### src/rtl/seq_pkg.sv
// Shared definitions for the bit-stuffed serial transmitter: state encoding,
// protocol defaults and counter sizing.
package seq_pkg;

  localparam int         DATA_W_DEF    = 8;
  localparam int         RUN_LEN_DEF   = 5;
  localparam int         ABORT_LEN_DEF = 7;
  localparam logic [7:0] FLAG_DEF      = 8'h7E;

  typedef enum logic [2:0] {
    IDLE  = 3'd0,
    OPEN  = 3'd1,
    DATA  = 3'd2,
    STUFF = 3'd3,
    CLOSE = 3'd4,
    ABORT = 3'd5
  } state_t;

  // Bits needed to hold the values 0..max_val inclusive.
  function automatic int cnt_w(input int max_val);
    return (max_val < 2) ? 1 : $clog2(max_val + 1);
  endfunction

endpackage

### src/rtl/seq_stuff_tx_if.sv
// Parallel byte handshake into the transmitter.
interface seq_stuff_tx_if #(parameter int DATA_W = 8);

  logic [DATA_W-1:0] din;
  logic              din_last;
  logic              din_valid;
  logic              din_ready;

  modport master (output din, din_last, din_valid, input din_ready);
  modport slave  (input din, din_last, din_valid, output din_ready);

endinterface

### src/rtl/seq_stuff_tx.sv
// Bit-stuffed serial transmitter: flag, LSB-first data with a 0 inserted after
// every RUN_LEN consecutive data 1s, closing flag or abort run of 1s.
//
// state | meaning
// IDLE  | line idle (1), waiting for the first byte of a frame
// OPEN  | sending the opening flag, bit_cnt = flag bit index
// DATA  | sending shreg[0], bit_cnt = data bit index within the byte
// STUFF | sending an inserted 0; bit_cnt == DATA_W means the last byte is done
// CLOSE | sending the closing flag
// ABORT | sending ABORT_LEN 1s after an underrun
module seq_stuff_tx
  import seq_pkg::*;
#(
  parameter int                DATA_W    = DATA_W_DEF,
  parameter int                RUN_LEN   = RUN_LEN_DEF,
  parameter logic [DATA_W-1:0] FLAG      = DATA_W'(FLAG_DEF),
  parameter int                ABORT_LEN = ABORT_LEN_DEF
) (
  input  logic          clk,
  input  logic          rst,
  seq_stuff_tx_if.slave bus,
  output logic          j_out,
  output logic          j_valid,
  output logic          stuffed,
  output logic          aborted
);

  localparam int BW = cnt_w((DATA_W > ABORT_LEN) ? DATA_W : ABORT_LEN);
  localparam int OW = cnt_w(RUN_LEN);
  localparam int IW = (DATA_W < 2) ? 1 : $clog2(DATA_W);

  localparam logic [BW-1:0] LAST_BIT  = BW'(DATA_W - 1);
  localparam logic [BW-1:0] EXHAUSTED = BW'(DATA_W);
  localparam logic [BW-1:0] ABORT_END = BW'(ABORT_LEN - 1);
  localparam logic [OW-1:0] RUN_HIT   = OW'(RUN_LEN);

  state_t            state;
  logic [DATA_W-1:0] shreg;
  logic [BW-1:0]     bit_cnt;
  logic [OW-1:0]     ones_cnt;
  logic              last_q;

  logic              cur_bit;
  logic [OW-1:0]     ones_nxt;
  logic              hit;
  logic              byte_end;
  logic              accept;

  assign cur_bit  = shreg[0];
  assign ones_nxt = cur_bit ? ones_cnt + 1'b1 : '0;
  assign hit      = cur_bit && (ones_nxt == RUN_HIT);
  assign byte_end = (bit_cnt == LAST_BIT);

  assign bus.din_ready = (state == IDLE) || (state == DATA && byte_end && !last_q);
  assign accept        = bus.din_valid && bus.din_ready;

  always_comb begin
    j_out = 1'b1;
    case (state)
      OPEN, CLOSE: j_out = FLAG[bit_cnt[IW-1:0]];
      DATA:        j_out = cur_bit;
      STUFF:       j_out = 1'b0;
      default:     j_out = 1'b1;
    endcase
  end

  assign j_valid = (state != IDLE);
  assign stuffed = (state == STUFF);
  assign aborted = (state == ABORT) && (bit_cnt == '0);

  always_ff @(posedge clk) begin
    if (rst) begin
      state    <= IDLE;
      shreg    <= '0;
      bit_cnt  <= '0;
      ones_cnt <= '0;
      last_q   <= 1'b0;
    end else begin
      case (state)
        IDLE: begin
          if (accept) begin
            shreg   <= bus.din;
            last_q  <= bus.din_last;
            bit_cnt <= '0;
            state   <= OPEN;
          end
        end
        OPEN: begin
          if (byte_end) begin
            bit_cnt  <= '0;
            ones_cnt <= '0;
            state    <= DATA;
          end else begin
            bit_cnt <= bit_cnt + 1'b1;
          end
        end
        DATA: begin
          ones_cnt <= ones_nxt;
          shreg    <= shreg >> 1;
          bit_cnt  <= bit_cnt + 1'b1;
          if (!byte_end) begin
            state <= hit ? STUFF : DATA;
          end else if (last_q) begin
            // A stuff owed by the final bit leaves bit_cnt at EXHAUSTED.
            if (hit) begin
              state <= STUFF;
            end else begin
              bit_cnt <= '0;
              state   <= CLOSE;
            end
          end else if (accept) begin
            shreg   <= bus.din;
            last_q  <= bus.din_last;
            bit_cnt <= '0;
            state   <= hit ? STUFF : DATA;
          end else begin
            bit_cnt <= '0;
            state   <= ABORT;
          end
        end
        STUFF: begin
          ones_cnt <= '0;
          if (bit_cnt == EXHAUSTED) begin
            bit_cnt <= '0;
            state   <= CLOSE;
          end else begin
            state <= DATA;
          end
        end
        CLOSE: begin
          if (byte_end) begin
            bit_cnt <= '0;
            state   <= IDLE;
          end else begin
            bit_cnt <= bit_cnt + 1'b1;
          end
        end
        ABORT: begin
          if (bit_cnt == ABORT_END) begin
            bit_cnt <= '0;
            state   <= IDLE;
          end else begin
            bit_cnt <= bit_cnt + 1'b1;
          end
        end
        default: state <= IDLE;
      endcase
    end
  end

endmodule

### src/flat_wrapper.sv
// flat-port wrapper written by rule: the top's interface ports become plain ports
module seq_stuff_tx_flat import seq_pkg::*;
#(
  parameter int                DATA_W    = DATA_W_DEF,
  parameter int                RUN_LEN   = RUN_LEN_DEF,
  parameter logic [DATA_W-1:0] FLAG      = DATA_W'(FLAG_DEF),
  parameter int                ABORT_LEN = ABORT_LEN_DEF
)
  (clk, rst, j_out, j_valid, stuffed, aborted, bus_din, bus_din_last, bus_din_valid, bus_din_ready);
  seq_stuff_tx_if #(.DATA_W(DATA_W)) bus_i ();
  input  logic clk;
  input  logic rst;
  output logic j_out;
  output logic j_valid;
  output logic stuffed;
  output logic aborted;
  input wire logic [$bits(bus_i.din)-1:0] bus_din;
  input wire logic [$bits(bus_i.din_last)-1:0] bus_din_last;
  input wire logic [$bits(bus_i.din_valid)-1:0] bus_din_valid;
  output wire logic [$bits(bus_i.din_ready)-1:0] bus_din_ready;
  assign bus_i.din = bus_din;
  assign bus_i.din_last = bus_din_last;
  assign bus_i.din_valid = bus_din_valid;
  assign bus_din_ready = bus_i.din_ready;
  seq_stuff_tx #(.DATA_W(DATA_W), .RUN_LEN(RUN_LEN), .FLAG(FLAG), .ABORT_LEN(ABORT_LEN)) u_core (.clk(clk), .rst(rst), .bus(bus_i), .j_out(j_out), .j_valid(j_valid), .stuffed(stuffed), .aborted(aborted));
endmodule
### config.mk
export PLATFORM = sky130hd
export DESIGN_NAME = seq_stuff_tx_flat
export DESIGN_NICKNAME = d
export VERILOG_FILES = /design/src/rtl/seq_pkg.sv /design/src/rtl/seq_stuff_tx_if.sv /design/src/rtl/seq_stuff_tx.sv /design/src/flat_wrapper.sv
export SDC_FILE = /design/constraint.sdc
export NUM_CORES = 1
export LEC_CHECK = 0
export ABC_CLOCK_PERIOD_IN_PS = 2500
export CELL_PAD_IN_SITES_DETAIL_PLACEMENT = 1
export CELL_PAD_IN_SITES_GLOBAL_PLACEMENT = 1
export CORE_UTILIZATION = 37
export DETAILED_ROUTE_END_ITERATION = 8
export PLACE_DENSITY = 0.75
export SYNTH_ARGS = -nofsm -noshare
export SYNTH_HDL_FRONTEND = slang
export SYNTH_SLANG_ARGS = --single-unit
### constraint.sdc
create_clock -name clk -period 2.5 [get_ports clk]
set_input_delay 0.5 -clock clk [delete_from_list [all_inputs] [get_ports clk]]
set_output_delay 0.5 -clock clk [all_outputs]
set_load 0.005 [all_outputs]
---- Word-level counts from Yosys, hierarchy flattened ----
Memory sizes are Yosys's and may differ from the RTL's. A register that Yosys moved wholly into a read port is not among the register bits.
Cells that the tools add are included.
operators by class
  $add $sub $neg .......................... 2
  order comparisons ....................... 1
  equal/unequal tests ..................... 15
  muxes and demuxes ....................... 35
  reduce and logical (&&, ||, !) cells .... 19
operators with widths
  kind                 count
  $mux 3               12
  $mux 8               4
  $mux 4               7
  $pmux 4 s5           1
  $pmux 3 s6           1
  $pmux 8 s2           1
  $ne 2x1->1 const B   5
  $eq 3x3->1 const B   3
  $pmux 3 s3           1
  $eq 4x3->1 const B   2
  $eq 3x2->1 const B   2
  $mux 1               6
  $reduce_and 3->1     2
  $reduce_bool 3->1    2
  $logic_and 1x1->1    5
  $reduce_bool 5->1    1
  $add 4x1->4 const B  1
  $eq 4x4->1 const B   1
  $logic_not 4->1      1
  $lt 3x4->1 const B   1
  $reduce_and 2->1     2
  $reduce_and 4->1     1
  $add 3x1->3 const B  1
  $eq 3x1->1 const B   1
  other kinds (8)      8
storage, ports and cells
  flip-flop bits (word level) ............. 19
  bits in read-only memories .............. 8
  memories ................................ 1
memories
  name              words  width  read ports  clocked after memory_dff  wr ports  RTL line            source
  (name not given)  8      1      1           1                         0         seq_stuff_tx.sv:60  OPEN, CLOSE: j_out = FLAG[bit_cnt[IW-1:0]];

---- Logic depth before layout (Yosys ltp) ----
Gate-level depths: netlist (run 1).
  depth in word-level cells ............... 10
  depth in mapped cells ................... 7
  depth with buffers taken out ............ 7

---- Least setup slack after synthesis (run 1) ----
OpenSTA, ideal clock, no wires.
  path kind ............................... input to register
  start point ............................. in rst
  end point ............................... reg (tool-made name)
  setup time .............................. 0.121 ns
  arrival ................................. 1.740 ns
  data required time ...................... 2.379 ns
  slack ................................... 0.640 ns
  stages on the path ...................... 6
  path buffers ............................ 1
  path through ............................ clkbuf_1 > inv_1 > and4_4 > a32o_1 > a2111o_1 > mux2_2
RTL lines
  item             RTL line            source
  start, declared  flat_wrapper.sv:12  input logic rst;

---- Worst setup path after layout (run 1) ----
  start point ............................. reg u_core.state[2]
  end point ............................... out j_out
between the ends
  word-level cells in the longest chain between the ends .. 3
RTL lines
  item                                      RTL line             source
  start, declared                           seq_stuff_tx.sv:37   state_t state;
  start signal, assigned                    seq_stuff_tx.sv:102  state <= hit ? STUFF : DATA;
  start signal, assigned                    seq_stuff_tx.sv:115  state <= hit ? STUFF : DATA;
  $eq 3x1->1 or $eq 3x3->1 (tied branches)  seq_stuff_tx.sv:59   case (state)
  $reduce_or 2->1 (no source line)          -
  $pmux 1 s3 (*)                            seq_stuff_tx.sv:59
  end, declared                             flat_wrapper.sv:13   output logic j_out;
Every way passes the cells marked *; elsewhere a longest branch is shown, timed or not.

==> results of run 1 <==
routing by layer:
layer	track usage, %	part of all wire, %	vias up	wire [um]
met1	24.8	45	543	1430
met2	35.8	51	23	1610
li1	-	-	585	-
met4	7.64	1.2	0	39
met3	2.38	2.7	4	87
met5	0	0	-	0
final cells by class:
class	count	area [sq um]	share of cell area [%]
clock buffer	4	36.3	2.41
inverter	4	15.0	0.998
multi-input combinational	115	791	52.6
sequential	20	402	26.7
tap	44	55.1	3.66
timing repair buffer	22	205	13.6
kinds of logic after synthesis:
group | count (synthesis) | share of synthesized area [%]
AOI/OAI and AO/OA | 39 | 23.3
xor gates and xnor gates | 2 | 1.40
adders and majority gates | 4 | 4.00
buffers and inverters | 14 | 5.20
DFF | 20 | 32.0
muxes | 8 | 6.50
and+or+nand+nor | 62 | 27.6
power breakdown:
part / switching [mW] / internal, mW / total, mW
Combinational: 0.177 / 0.180 / 0.357
Clock: 0.0977 / 0.0889 / 0.187
Sequential: 0.0707 / 0.371 / 0.441
critical path, delay by kind of cell, from the launching register on:
kind | cells | cell delay [ns]
simple gates | 1 | 0.18
buf+inv | 1 | 0.44
compound gates | 1 | 0.31
flops | 1 | 0.62
layout by cell type, fill, tap and decap left out, drive strengths merged, types with 3 or more instances in the layout:
cell / count
a211oi: 7
a21oi: 9
and3: 3
buf: 6
clkbuf: 4
clkdlybuf4s50: 16
dfxtp: 20
ha: 4
inv: 4
mux2i: 7
nand2: 7
nand2b: 5
nand3: 5
nand3b: 4
nor2: 21
o21ai: 6
flip-flops by register name, indices dropped and copies added, names as in the netlist, named ones only:
register,flops
u_core.bit_cnt,4
u_core.last_q,1
u_core.ones_cnt,3
u_core.shreg,8
u_core.state,3
worst max-delay path by stage:
stage,slack [ns],end
2_1_floorplan,0.64,flip-flop
3_3_place_gp,0.28,flip-flop
3_5_place_dp,0.23,flip-flop
4_1_cts,0.03,bus_din_ready
5_1_grt,0.006,bus_din_ready
6_report,0.14,j_out
repair_timing:
action / CTS / global route
resized for setup: 2 / 2
pin swaps: 1 / 0
endpoints found under the setup margin: 1 / 1
setup buffers: 1 / 0
metrics by stage:
stage,hold WS (ns),instance area [sq um]
floorplan,0.445,1250
global placement,0.460,1450
detailed placement,0.474,1450
CTS,0.491,1500
global route,0.523,1500
finish,0.486,1500
==> impl_metrics.csv, run 1 <==
group,metric,value,unit
run,cap_violations,0,
sta,final-setup-viol-count,0,
power_and_ir_drop,p_per_area,655,nW/um^2
worst_hold_path,worstHoldEndpoint,"u_core.shreg[7]",
global_route,grt_pass1_vias,1151,
critical_path,r2r-start,"u_core.state[0]",
synthesis,yosys_warnings,0,
critical_path,arrival,1.86,ns
power_and_ir_drop,ir_worst_vdd,0.000317,V
synthesis,synth.most_common_cell,"nor2_1",
sta,relSlewSlack,57.0,%
sta,worst_pin_slew,0.641,ns
synthesis,yosysSeqAreaShare,32.0,%
synthesis,synth-main-ff-cell,"dfxtp_1",
worst_hold_path,hp-class,"reg2reg",
placement,port_buffers,16,
clocking,cts_hold_buf,0,
critical_path,crit_path_start,"u_core.state[2]",
synthesis,ys_seq_elements,20,
drt,viasPerCell,5.53,
sta,grt_setup_unrepaired,"false",
synthesis,synth_common_cells,"21 x nor2_1, 20 x dfxtp_1, 8 x a21oi_1",
synthesis,synth-edff-count,0,
synthesis,ys_top_cells_by_area,"dfxtp_1 32%, nor2_1 6.3%, mux2i_1 5.6%",
power_and_ir_drop,total_power,985,uW
global_route,grt.total_usage,20.3,%
drt,antenna_left,0,
drt,drc,0,
sta,period_share,94.2,%
drt,vias,1155,
critical_path,startpoint_type,"flip-flop",
floorplan,die_h,60.2,um
cells_and_area,diodes,0,
synthesis,synth_area,1250,sq um
sta,fin_skew,0.00144,ns
clocking,cts_buffers,3,
global_route,antenna_found_initial,0,
floorplan,initial_core_util,40.0,%
critical_path,r2r_cells,5,
critical_path,cp-end-kind,"primary output",
drt,drtIter0Drc,39,
worst_hold_path,hold_start,"u_core.shreg[7]",
synthesis,synth_top_area_cell,"dfxtp_1",
critical_path,worstSetupPathType,"reg2out",
drt,wire_per_inst,15.2,um
floorplan,die_w,60.2,um
cells_and_area,fill_cells,382,
placement,place_worst_setup_slack,0.232,ns
cells_and_area,final_cells,209,
critical_path,worstPathCellList,"nand2b_1 > o32a_1 > clkdlybuf4s50_1",
floorplan,dieArea,3620,sq um
floorplan,rows,20,
critical_path,required,2.00,ns
synthesis,yosysUniqueCellTypes,49,
placement,place_congestion,0.802,
clocking,cts_max_level,1,
clocking,cts.reportedPaths.clkPinSlew,0.11,ns
cells_and_area,drive_gt1_share,12.7,%
synthesis,avgSynthCellArea,8.40,sq um
cells_and_area,fin_util,48.1,%
critical_path,path_max_fanout,14,
drt,dr.pass1.iters,4,
sta,tns,0,ns
sta,slew_viol_final,0,
status,status,"finished clean",
cells_and_area,finalNetCount,182,
floorplan,pin_count,17,
critical_path,crit_path_max_incr_delay,0.62,ns
placement,dp_cells,204,
power_and_ir_drop,power.leakage,0.554,nW
sta,hold_viol_final,0,
critical_path,crit_slowest_cell,"dfxtp_1",
floorplan,coreArea,3130,sq um
clocking,clock_sinks,20,
global_route,grt-ovfl-total,0,
synthesis,netlist_instances,149,
sta,max_clock_freq,424,MHz
placement,hpwlAfterDp,2.39,mm
global_route,grt_max_degree,18,
clocking,root_buffer,"clkbuf_4",
clocking,clk_latency,0.30,ns
cells_and_area,area_growth,20.2,%
drt,wirelength,3.17,mm
sta,period_minus_slack,2.36,ns
synthesis,postSynth.asyncResetShare,0,%
worst_hold_path,whs_path_depth,2,
critical_path,r2r_slack,0.25,ns
clocking,clk_path_buf_depth,2,
synthesis,post-synth-top-area-fraction,32.0,%
sta,fin_ws,0.144,ns
synthesis,syn_nets,165,
clocking,cts_tree,"yes",
global_route,grt_first_pass_wirelength,5.45,mm
No activity file was read; power rests on OpenSTA's default activity.
==> run 2: changes to the inputs <==
--- a/config.mk
+++ b/config.mk
@@ -9,6 +9,7 @@
 export CELL_PAD_IN_SITES_DETAIL_PLACEMENT = 1
 export CELL_PAD_IN_SITES_GLOBAL_PLACEMENT = 1
 export CORE_UTILIZATION = 37
+export CTS_CLUSTER_SIZE = 12
 export DETAILED_ROUTE_END_ITERATION = 8
 export PLACE_DENSITY = 0.75
 export SYNTH_ARGS = -nofsm -noshare
==> results of run 2 <==
Same layout as run 1: the final DEF is identical, and so are final timing and power.
==> run 3: changes to the inputs <==
--- a/config.mk
+++ b/config.mk
@@ -12,6 +12,7 @@
 export CTS_CLUSTER_SIZE = 12
 export DETAILED_ROUTE_END_ITERATION = 8
 export PLACE_DENSITY = 0.75
+export SETUP_SLACK_MARGIN = 0.2
 export SYNTH_ARGS = -nofsm -noshare
 export SYNTH_HDL_FRONTEND = slang
 export SYNTH_SLANG_ARGS = --single-unit
==> impl_metrics.csv, run 3 (synthesis results as in run 1) <==
group,metric,value,unit
status,status,"finished clean",
cells_and_area,reg_top3,"u_core.shreg x8, u_core.bit_cnt x4",
cells_and_area,diodes,0,
floorplan,rows,20,
critical_path,path_max_fanout,4,
global_route,grt_max_degree,18,
critical_path,required,2.00,ns
global_route,use_met1,25.1,%
cells_and_area,largest_register_ffs,8,
sta,whs,0.486,ns
drt,dr.pass1.iters,4,
placement,place_worst_setup_slack,0.232,ns
cells_and_area,final_cell_mix,"20 x nor2_1, 16 x clkdlybuf4s50_1, 15 x dfxtp_1, 9 x buf_4, 8 x a21oi_1",
placement,hpwlAfterDp,2.39,mm
floorplan,initial_core_util,40.0,%
global_route,use_met3,2.16,%
worst_hold_path,hp-class,"reg2reg",
drt,viasPerCell,5.68,
critical_path,worstSetupPathType,"reg2out",
sta,period_share,92.7,%
clocking,cts_buffers,3,
clocking,cts_hold_buf,0,
placement,placed_cell_area,1450,sq um
floorplan,die_h,60.2,um
cells_and_area,stdcell_area,1550,sq um
sta,period_minus_slack,2.32,ns
floorplan,dieArea,3620,sq um
global_route,grt-ovfl-total,0,
power_and_ir_drop,p_per_area,664,nW/um^2
cells_and_area,area_growth,24.0,%
floorplan,pin_count,17,
critical_path,startpoint_type,"flip-flop",
clocking,cts.reportedPaths.clkPinSlew,0.11,ns
cells_and_area,final_cells,212,
global_route,grt_first_pass_wirelength,5.67,mm
placement,dp_cells,204,
sta,tns,0,ns
sta,slew_viol_final,0,
drt,vias,1205,
cells_and_area,regMostFlops,"u_core.shreg",
floorplan,die_w,60.2,um
drt,wirelength,3.40,mm
critical_path,arrival,1.82,ns
global_route,antenna_found_initial,0,
sta,relSlewSlack,61.9,%
power_and_ir_drop,power.leakage,0.576,nW
drt,antenna_left,0,
drt,drc,0,
sta,fin_ws,0.182,ns
global_route,busiest_layer,"met2",
cells_and_area,final_common_cell,"nor2_1",
global_route,grt.total_usage,21.2,%
placement,port_buffers,16,
drt,drtIter0Drc,37,
power_and_ir_drop,ir_worst_vdd,0.000318,V
sta,max_clock_freq,431,MHz
critical_path,cp-end-kind,"primary output",
global_route,grt_pass1_vias,1208,
clocking,clock_sinks,20,
sta,final-setup-viol-count,0,
sta,worst_pin_slew,0.570,ns
clocking,clk_latency,0.30,ns
placement,place_congestion,0.802,
cells_and_area,drive_gt1_share,18.5,%
clocking,clk_path_buf_depth,2,
clocking,cts_max_level,1,
sta,hold_viol_final,0,
clocking,root_buffer,"clkbuf_4",
global_route,grt_use_met2,38.0,%
drt,wire_per_inst,16.0,um
sta,grt_setup_unrepaired,"true",
cells_and_area,finalNetCount,185,
sta,fin_skew,0.000984,ns
floorplan,coreArea,3130,sq um
clocking,cts_tree,"yes",
run,cap_violations,0,
==> run 3: final cells by class <==
| class | count | area (sq um) |
|---|---|---|
| fillers | 383 | 1580 |
| multi-input cells | 115 | 808 |
| flip-flops and latches | 20 | 409 |
| repair buffers | 25 | 228 |
| well taps | 44 | 55.1 |
| clock buffers | 4 | 36.3 |
| inverters | 4 | 15.0 |
==> run 3: repair_timing <==
action | CTS | global route
hold endpoints to repair | 0 | 0
pin swaps | 2 | 1
gates resized for setup | 8 | 5
setup buffers | 4 | 0
endpoints found under the setup margin | 2 | 6
==> run 3: report_power, final <==
group	internal, mW	switching (mW)
clock network	0.0890	0.0993
registers	0.375	0.0677
logic	0.203	0.196
total	0.667	0.363
==> run 3: stage by stage <==
step / util, % / power, mW
after detailed placement: 46.5 / 0.801
after CTS: 49.0 / 1.02
after global routing: 49.6 / 1.10
after floorplan: - / 0.672
after global placement: 46.5 / 0.782
final: 49.6 / 1.03
==> run 3: worst paths after layout <==
check	startpoint	to	slack, ns	cells after the start
hold reg to reg	u_core.shreg[7]	u_core.shreg[7]	0.49	2
setup / recovery	u_core.bit_cnt[0]	bus_din_ready	0.18	5
hold / removal	u_core.shreg[7]	u_core.shreg[7]	0.49	2
setup reg to reg	u_core.bit_cnt[0]	flip-flop	0.42	7
==> run 3: worst max-delay path, stage by stage, from the launching register on <==
cell and delay (ns):
dfxtp_4 0.38, ha_2 0.21, nand3b_1 0.13, o21ai_1 0.17, and2_1 0.14, clkdlybuf4s50_1 0.49
==> run 3: metal layers <==
| layer | wire length (um) | vias up |
|---|---|---|
| met5 | 0 | - |
| met4 | 93 | 0 |
| met3 | 94 | 9 |
| met2 | 1780 | 28 |
| met1 | 1430 | 578 |
| li1 | - | 590 |
